<file path="config.mk">
export PLATFORM = sky130hd
export DESIGN_NAME = lc3_mem_arbiter
export DESIGN_NICKNAME = d
export VERILOG_FILES = /design/src/rtl/lc3_mem_arbiter.sv
export SDC_FILE = /design/constraint.sdc
export NUM_CORES = 1
export LEC_CHECK = 0
export ABC_CLOCK_PERIOD_IN_PS = 2100
export CAP_MARGIN = 0
export CORE_MARGIN = 3
export CORE_UTILIZATION = 41
export DETAILED_ROUTE_END_ITERATION = 16
export GPL_ROUTABILITY_DRIVEN = 0
export PLACE_DENSITY = 0.8
export REMOVE_ABC_BUFFERS = 1
export SLEW_MARGIN = 20
export SYNTH_ARGS = -nofsm -noshare
export SYNTH_HDL_FRONTEND = slang
export SYNTH_SLANG_ARGS = --single-unit
</file>
<file path="constraint.sdc">
create_clock -name clock -period 2.1 [get_ports clock]
set_clock_uncertainty 0.2 [all_clocks]
set_input_delay 0.42 -clock clock [delete_from_list [all_inputs] [get_ports clock]]
set_output_delay 0.42 -clock clock [all_outputs]
set_load 0.01 [all_outputs]
</file>
<file path="src/rtl/lc3_mem_arbiter.sv">
// Serializes LC3 instruction fetches and data accesses onto one req/ack memory bus, data first.
// Optional LC3_MEM_TIMEOUT_EN abandons accesses after TIMEOUT unacknowledged cycles.
module lc3_mem_arbiter #(
    parameter int ADDR_W  = 16,
    parameter int DATA_W  = 16,
    parameter int TIMEOUT = 255
) (
    input  logic              clock,
    input  logic              reset,
    input  logic [ADDR_W-1:0] pc,
    input  logic              instrmem_rd,
    output logic [DATA_W-1:0] Instr_dout,
    output logic              complete_instr,
    input  logic              data_en,
    input  logic [ADDR_W-1:0] Data_addr,
    input  logic              Data_rd,
    input  logic [DATA_W-1:0] Data_din,
    output logic [DATA_W-1:0] Data_dout,
    output logic              complete_data,
    output logic              mem_req,
    output logic              mem_we,
    output logic [ADDR_W-1:0] mem_addr,
    output logic [DATA_W-1:0] mem_wdata,
    input  logic [DATA_W-1:0] mem_rdata,
    input  logic              mem_ack,
    output logic              mem_err
);

    typedef enum logic [1:0] {IDLE, IBUS, DBUS} state_t;

    localparam logic [DATA_W-1:0] ABORT_WORD = DATA_W'(16'hDEAD);

    state_t            state_reg, state_next;
    logic              accept_data, accept_instr, timeout_hit, finish;
    logic              mem_req_next, mem_we_next;
    logic [ADDR_W-1:0] mem_addr_next;
    logic [DATA_W-1:0] mem_wdata_next, instr_dout_next, data_dout_next;
    logic              complete_instr_next, complete_data_next;

    // A requester whose completion is visible this cycle is still holding its
    // request line; blocking it here prevents a duplicate access.
    assign accept_data  = data_en && !complete_data;
    assign accept_instr = instrmem_rd && !complete_instr && !accept_data;
    assign finish       = mem_ack || timeout_hit;

`ifdef LC3_MEM_TIMEOUT_EN
    localparam int CNT_W = (TIMEOUT < 2) ? 1 : $clog2(TIMEOUT + 1);
    localparam logic [CNT_W-1:0] CNT_LAST = CNT_W'(TIMEOUT - 1);

    logic [CNT_W-1:0] wait_cnt;

    assign timeout_hit = (state_reg != IDLE) && !mem_ack && (wait_cnt == CNT_LAST);

    always_ff @(posedge clock or negedge reset) begin
        if (!reset) begin
            wait_cnt <= '0;
            mem_err  <= 1'b0;
        end else begin
            if (state_reg == IDLE || mem_ack) begin
                wait_cnt <= '0;
            end else begin
                wait_cnt <= wait_cnt + 1'b1;
            end
            if (timeout_hit) begin
                mem_err <= 1'b1;
            end
        end
    end
`else
    assign timeout_hit = 1'b0;
    assign mem_err     = 1'b0;
`endif

    always_ff @(posedge clock or negedge reset) begin
        if (!reset) begin
            state_reg <= IDLE;
        end else begin
            state_reg <= state_next;
        end
    end

    always_comb begin
        state_next = state_reg;
        case (state_reg)
            IDLE: begin
                if (accept_data) begin
                    state_next = DBUS;
                end else if (accept_instr) begin
                    state_next = IBUS;
                end
            end
            IBUS, DBUS: begin
                if (finish) begin
                    state_next = IDLE;
                end
            end
            default: state_next = IDLE;
        endcase
    end

    always_comb begin
        mem_req_next        = mem_req;
        mem_we_next         = mem_we;
        mem_addr_next       = mem_addr;
        mem_wdata_next      = mem_wdata;
        instr_dout_next     = Instr_dout;
        data_dout_next      = Data_dout;
        complete_instr_next = 1'b0;
        complete_data_next  = 1'b0;
        case (state_reg)
            IDLE: begin
                if (accept_data) begin
                    mem_req_next   = 1'b1;
                    mem_we_next    = !Data_rd;
                    mem_addr_next  = Data_addr;
                    mem_wdata_next = Data_din;
                end else if (accept_instr) begin
                    mem_req_next  = 1'b1;
                    mem_we_next   = 1'b0;
                    mem_addr_next = pc;
                end
            end
            IBUS: begin
                if (finish) begin
                    mem_req_next        = 1'b0;
                    complete_instr_next = 1'b1;
                    instr_dout_next     = mem_ack ? mem_rdata : ABORT_WORD;
                end
            end
            DBUS: begin
                if (finish) begin
                    mem_req_next       = 1'b0;
                    complete_data_next = 1'b1;
                    if (!mem_we) begin
                        data_dout_next = mem_ack ? mem_rdata : ABORT_WORD;
                    end
                end
            end
            default: mem_req_next = 1'b0;
        endcase
    end

    always_ff @(posedge clock or negedge reset) begin
        if (!reset) begin
            mem_req        <= 1'b0;
            mem_we         <= 1'b0;
            mem_addr       <= '0;
            mem_wdata      <= '0;
            Instr_dout     <= '0;
            Data_dout      <= '0;
            complete_instr <= 1'b0;
            complete_data  <= 1'b0;
        end else begin
            mem_req        <= mem_req_next;
            mem_we         <= mem_we_next;
            mem_addr       <= mem_addr_next;
            mem_wdata      <= mem_wdata_next;
            Instr_dout     <= instr_dout_next;
            Data_dout      <= data_dout_next;
            complete_instr <= complete_instr_next;
            complete_data  <= complete_data_next;
        end
    end

endmodule
</file>
==> metrics.cfg, run 1 <==
[outcome]
status=finished, final reports clean

[pwr]
ir_drop_v=0.000712
power_density_nw_per_um2=1410
total_power_uw=6720
power_leakage_uw=0.00205

[critical_path]
cpLargestDelayFamily=buffers and inverters
path_buf_inv=1
slowest_stage=clkdlybuf4s50_1
path_cells=clkdlybuf4s50_1
critPathMaxStageDelay_ns=0.55
critPathArrivalTime_ns=1.26
cp_max_fo=2
path_class=flip-flop to output port
startpoint_type=flip-flop
cp-end-kind=output port
cp.required_ns=1.48
r2r_start=state_reg[1]
critPathLaunch=mem_req

[global_route]
antenna_found_initial=0
grt_max_degree=27
grt_usage_pct=16.7
first_global_vias=2191
grt_overflow=0
grt_pass1_wl_um=10800

[clocking]
clock-sinks=70
cts_made_buffers=9
clock_latency_ns=0.33
h-tree-depth=3
cts_tree=built
post_cts_buffers=0
clkTransAtPathRegs_ns=0.07
cts-root-buf=clkbuf_8
cts_buffer_depth=2

[sta]
worst_pin_slew_ns=0.561
hold_viol=0
timing.fmax_mhz=533
fin_crit_ns=1.88
rsz0062_at_grt=no
fin_crit_sh_pct=89.4
whs_ns=0.306
max-slew-margin-rel_pct=62.6
drv_slew=0
finalSetupViolCount=0

[floorplanning]
die_w_um=90.8
io_pins=139
die_h_um=90.8
fp.dieArea_sq_um=8250
start_util_pct=43.0
std_cell_rows=30
core_area_sq_um=6870

[final_layout]
final_cells=437
area_growth_pct=61.0
nets=409
drive_gt1_share_pct=32.8
fillers=507
insertedDiodeCount=0

[synthesis]
synth_area_sq_um=2950
ys_warn_count=0
syn_inst=181
avgSynthCellArea_sq_um=16.3
synth-seq-cells=70
yosysSeqAreaShare_pct=59.4
synth.distinct_cells=23

[routing]
post_drt_wl_per_cell_um=15.4
drtPass1Iterations=4
dr_total_vias=2017
drt-total-wl_um=6710
ant_nets=0
viasPerCell=4.62
drc=0
first_iter_violations=36

[placed_design]
io_buffers=137
place_inst=420
place_hpwl_um=5090

[flow_run]
drv_cap=0

[min_path]
min_from=mem_wdata[2]
hold_path_class=flip-flop to flip-flop

==> area by class of cell <==
cell class | count | area [sq um] | area share (%)
well taps | 96 | 120 | 2.53
clock inverters | 6 | 61.3 | 1.29
clock buffers | 10 | 138 | 2.90
flip-flops and latches | 70 | 1750 | 36.9
inverters | 4 | 15.0 | 0.316
multi-input cells | 100 | 1110 | 23.5
repair buffers | 151 | 1550 | 32.6
==> what timing repair did <==
item                      in CTS  in global routing
hold endpoints to repair      21                  0
hold buffers                   1                  0
gates resized for setup        0                  0
==> synthesized netlist by cell type <==
library cell | n | area share [%]
a21boi_4 | 1 | 0.64
and2_1 | 1 | 0.21
o22a_1 | 1 | 0.30
a21oi_1 | 3 | 0.51
nor2b_1 | 2 | 0.42
mux2_1 | 1 | 0.38
nand2_1 | 1 | 0.13
buf_2 | 3 | 0.51
conb_1 | 1 | 0.13
nand2b_1 | 2 | 0.42
o22ai_1 | 2 | 0.42
inv_1 | 4 | 0.51
ha_1 | 3 | 1.3
buf_8 | 1 | 0.51
o21ai_0 | 1 | 0.17
nand2_2 | 1 | 0.21
dfrtp_1 | 70 | 59
buf_4 | 1 | 0.25
buf_12 | 1 | 0.68
mux2_2 | 63 | 24
mux2_4 | 16 | 8.1
buf_6 | 1 | 0.38
nand3b_2 | 1 | 0.38
==> final timing paths <==
path / cells after the start / to / slack, ns
worst max-delay path: 1 / mem_req / 0.22
worst min-delay path: 1 / mem_wdata[2] / 0.31
worst max register to register: 5 / mem_addr[15] / 0.26
worst min register to register: 1 / mem_wdata[2] / 0.31
max in group asynchronous: 3 / mem_addr[3] / 0.76
min in group asynchronous: 2 / Data_dout[14] / 0.40
==> report_power, final <==
part / switching [uW] / internal (uW)
registers: 330 / 2030
logic: 1150 / 2150
clock network: 495 / 576
total: 1970 / 4750
==> through the flow <==
stage / instance area [sq um] / setup TNS [ns] / util [%] / setup slack, ns
floorplan: 2880 / -2.32 / - / -0.171
global placement: 4540 / -0.793 / 66.1 / -0.0897
detailed placement: 4540 / -0.883 / 66.1 / -0.114
CTS: 4750 / 0 / 69.1 / 0.188
global route: 4750 / 0 / 69.1 / 0.170
finish: 4750 / 0 / 69.1 / 0.223
==> per-layer routing <==
metal  track usage [%]  share of wire [%]  vias up
met3              7.67                9.8        8
met5                 0                  0        -
met2              26.6                 47       86
met4              6.78                1.2        0
met1              19.8                 42      981
li1                  -                  -      942
==> layout by cell type, fill, tap and decap left out <==
cell and instances:
a21boi_4 1, a21oi_1 3, and2_1 1, buf_12 6, buf_2 1, buf_4 7, bufinv_16 1, clkbuf_8 10
clkdlybuf4s50_1 136, clkinv_2 3, clkinv_4 1, clkinvlp_4 1, conb_1 1, dfrtp_1 70, dlygate4sd3_1 1, ha_1 3
inv_1 4, mux2_1 1, mux2_2 63, mux2_4 16, nand2_1 1, nand2_2 1, nand2b_1 2, nand3b_2 1
nor2b_1 2, o21ai_0 1, o22a_1 1, o22ai_1 2
==> kinds of logic after synthesis <==
kind of cell	share of synthesized area (%)
adder cells (fa/ha/maj)	1.27
AO/OA/AOI/OAI	2.04
flip-flops	59.4
buffers and inverters	2.84
multiplexers	32.6
AND/OR/NAND/NOR	1.78
other	0.127
(Power assumes the default switching activity.)
==> inputs of run 2 (changes only) <==
- GPL_ROUTABILITY_DRIVEN: 0 -> unset
- SLEW_MARGIN: 20 -> 0
==> results of run 2 <==
The final DEF is identical to that of run 1; final timing and power are the same.
==> inputs of run 3 (changes only) <==
- ABC_AREA: unset -> 1
- CORE_UTILIZATION: 41 -> 42
- HOLD_SLACK_MARGIN: unset -> 0.06
- PLACE_DENSITY: 0.8 -> 0.81
==> metrics.cfg, run 3 <==
[outcome]
status=finished, final reports clean  ; unchanged

[global_route]
first_global_vias=2769  ; was 2191
grt_pass1_wl_um=13200  ; was 10800 um
grt_overflow=0  ; unchanged
grt_max_degree=71  ; was 27
grt_usage_pct=19.4  ; was 16.7%
antenna_found_initial=0  ; unchanged

[critical_path]
startpoint_type=flip-flop  ; unchanged
cp.required_ns=1.48  ; about the same
ff2ff_path_depth=6  ; was 5
cp_max_fo=3  ; was 2
worst-path-stages=1  ; unchanged
path_buf_inv=1  ; unchanged
r2r_end=mem_wdata[4]  ; was mem_addr[15]
r2r_start=state_reg[0]  ; was state_reg[1]
slowest_stage=clkdlybuf4s50_1  ; unchanged
cpLargestDelayFamily=buffers and inverters  ; unchanged
critPathArrivalTime_ns=1.27  ; was 1.26 ns
cp-end-kind=output port  ; unchanged
ff2ff_setup_slack_ns=0.46  ; was 0.26 ns
critPathMaxStageDelay_ns=0.57  ; was 0.55 ns
path_class=flip-flop to output port  ; unchanged
path_cells=clkdlybuf4s50_1  ; unchanged

[synthesis]
async_flop_share_pct=100  ; unchanged
ys_warn_count=0  ; unchanged
synth_top_family_by_area=simple AND/OR/NAND/NOR gates  ; was multiplexers
synth_fa_ha_area_share_pct=1.21  ; was 1.27%
synth_common_cells=nand2_1 (153), dfrtp_1 (70), nand3_1 (34)  ; was dfrtp_1 (70), mux2_2 (63), mux2_4 (16)
synthTopCellsByArea=dfrtp_1 (57%), nand2_1 (19%), nand3_1 (5.5%), o21ai_2 (4.5%), o21ai_0 (2.7%)  ; was dfrtp_1 (59%), mux2_2 (24%), mux2_4 (8.1%), ha_1 (1.3%), buf_12 (0.68%)
synthXorXnorAreaFrac_pct=0  ; unchanged
synth_area_sq_um=3100  ; was 2950 sq um
synth_compound_area_share_pct=7.28  ; was 2.04%
muxShareOfSynthArea_pct=0  ; was 32.6%
ys.flop_type=dfrtp_1  ; unchanged
synth-seq-cells=70  ; unchanged
syn_inst=346  ; was 181
synth-edff-count=0  ; unchanged
synth-simple-area-share_pct=27.5  ; was 1.78%
synth.distinct_cells=19  ; was 23
avgSynthCellArea_sq_um=8.95  ; was 16.3 sq um
synth_top_cell_by_area=dfrtp_1  ; unchanged
synth_top_area_share_pct=56.6  ; was 59.4%
yosysSeqAreaShare_pct=56.6  ; was 59.4%
synth.most_common_cell=nand2_1  ; was dfrtp_1

[final_layout]
seqCellArea_sq_um=1750  ; unchanged
fillers=558  ; was 507
final_area_sq_um=4790  ; was 4750 sq um
final_cell_mix=nand2_1 (153), clkdlybuf4s50_1 (136), dfrtp_1 (70)  ; was clkdlybuf4s50_1 (136), dfrtp_1 (70), mux2_2 (63)
final_util_pct=68.6  ; was 69.1%
area_growth_pct=54.7  ; was 61.0%
nets=558  ; was 409
multi_input_area_sq_um=1120  ; was 1110 sq um
insertedDiodeCount=0  ; unchanged
drive_gt1_share_pct=10.2  ; was 32.8%
mostFrequentLayoutCell=nand2_1  ; was clkdlybuf4s50_1

[clocking]
clkTransAtPathRegs_ns=0.07  ; about the same
post_cts_buffers=0  ; unchanged
h-tree-depth=3  ; unchanged
cts_tree=built  ; unchanged
cts_buffer_depth=2  ; unchanged
clock_latency_ns=0.33  ; about the same
cts_made_buffers=9  ; unchanged
cts-root-buf=clkbuf_8  ; unchanged
clock-sinks=70  ; unchanged

[floorplanning]
die_w_um=91.9  ; was 90.8 um
start_util_pct=44.3  ; was 43.0%
core_area_sq_um=6980  ; was 6870 sq um
io_pins=139  ; unchanged
die_h_um=91.9  ; was 90.8 um
std_cell_rows=30  ; unchanged
fp.dieArea_sq_um=8440  ; was 8250 sq um

[routing]
viasPerCell=4.69  ; was 4.62
drc=0  ; unchanged
ant_nets=0  ; unchanged
drt-total-wl_um=7860  ; was 6710 um
first_iter_violations=137  ; was 36
dr_total_vias=2741  ; was 2017
drtPass1Iterations=4  ; unchanged
post_drt_wl_per_cell_um=13.4  ; was 15.4 um

[sta]
fin_crit_ns=1.89  ; was 1.88 ns
setup_slack_ns=0.209  ; was 0.223 ns
fin_crit_sh_pct=90.0  ; was 89.4%
drv_slew=0  ; unchanged
fin_setup_tns_ns=0  ; unchanged
hold_viol=0  ; unchanged
rsz0062_at_grt=no  ; unchanged
finalSetupViolCount=0  ; unchanged
timing.fmax_mhz=529  ; was 533 MHz

[pwr]
power_leakage_uw=0.00235  ; was 0.00205 uW
power_density_nw_per_um2=1380  ; was 1410 nW/um^2
ir_drop_v=0.000839  ; was 0.000712 V

[placed_design]
dpl_cell_area_sq_um=4540  ; about the same
gp_congestion=0.815  ; was 0.741
place_worst_setup_slack_ns=0.110  ; was -0.114 ns
place_hpwl_um=5790  ; was 5090 um
io_buffers=137  ; unchanged

[min_path]
min_from=Data_dout[15]  ; was mem_wdata[2]
min_path_cells=2  ; was 1
holdPathEnd=Data_dout[15]  ; was mem_wdata[2]
hold_path_class=flip-flop to flip-flop  ; unchanged

[flow_run]
drv_cap=0  ; unchanged

run 3: timing repair:
action                    CTS  global route
hold buffers                1             0
hold endpoints to repair   70             0
resized for setup           0             0
run 3: worst max-delay path by stage:
stage	start	to	slack, ns
2_1_floorplan	state_reg[0]	Data_dout[10]	0.11
3_3_place_gp	data_en	mem_we	0.12
3_5_place_dp	data_en	mem_we	0.11
4_1_cts	Data_dout[2]	Data_dout[2]	0.19
5_1_grt	Instr_dout[3]	Instr_dout[3]	0.16
6_report	mem_we	mem_we	0.21
run 3: logic make-up after synthesis:
logic type	count (synthesis)
AOI/OAI and AO/OA	33
adders and majority gates	3
buffers and inverters	42
DFF	70
other	1
and+or+nand+nor	197
run 3: power by group:
group	internal (uW)	switching [uW]
Sequential	1960	344
Combinational	1590	1420
Clock	782	497
Total	4330	2260
run 3: area by class of cell:
type,instances,share of cell area [%]
Clock inverter,6,2.33
Clock buffer,9,2.59
Timing Repair Buffer,146,30.8
Sequential cell,70,36.6
Multi-Input combinational cell,234,23.3
Tap cell,96,2.51
Inverter,24,1.88
run 3: metrics by stage:
| stage | total power (uW) | hold slack, ns | instances |
|---|---|---|---|
| final | 6590 | 0.284 | 585 |
| after floorplan | 3590 | -0.0756 | 328 |
| after global placement | 5260 | 0.262 | 569 |
| after global routing | 7070 | 0.302 | 585 |
| after CTS | 6670 | 0.286 | 585 |
| after detailed placement | 5360 | 0.268 | 569 |
run 3: layer usage:
metal	GRT usage, %	wire length, um	up-vias
met5	0	0	-
met4	6.31	57	0
met3	8.37	909	6
met2	31.4	3710	119
met1	23.2	3190	1264
li1	-	-	1352
run 3: worst reg2reg max path: stages (launching register included):
cell,delay (ns)
dfrtp_1,0.40
inv_1,0.09
ha_1,0.26
nand3_4,0.17
inv_2,0.29
nand2_1,0.08
nand2_1,0.08
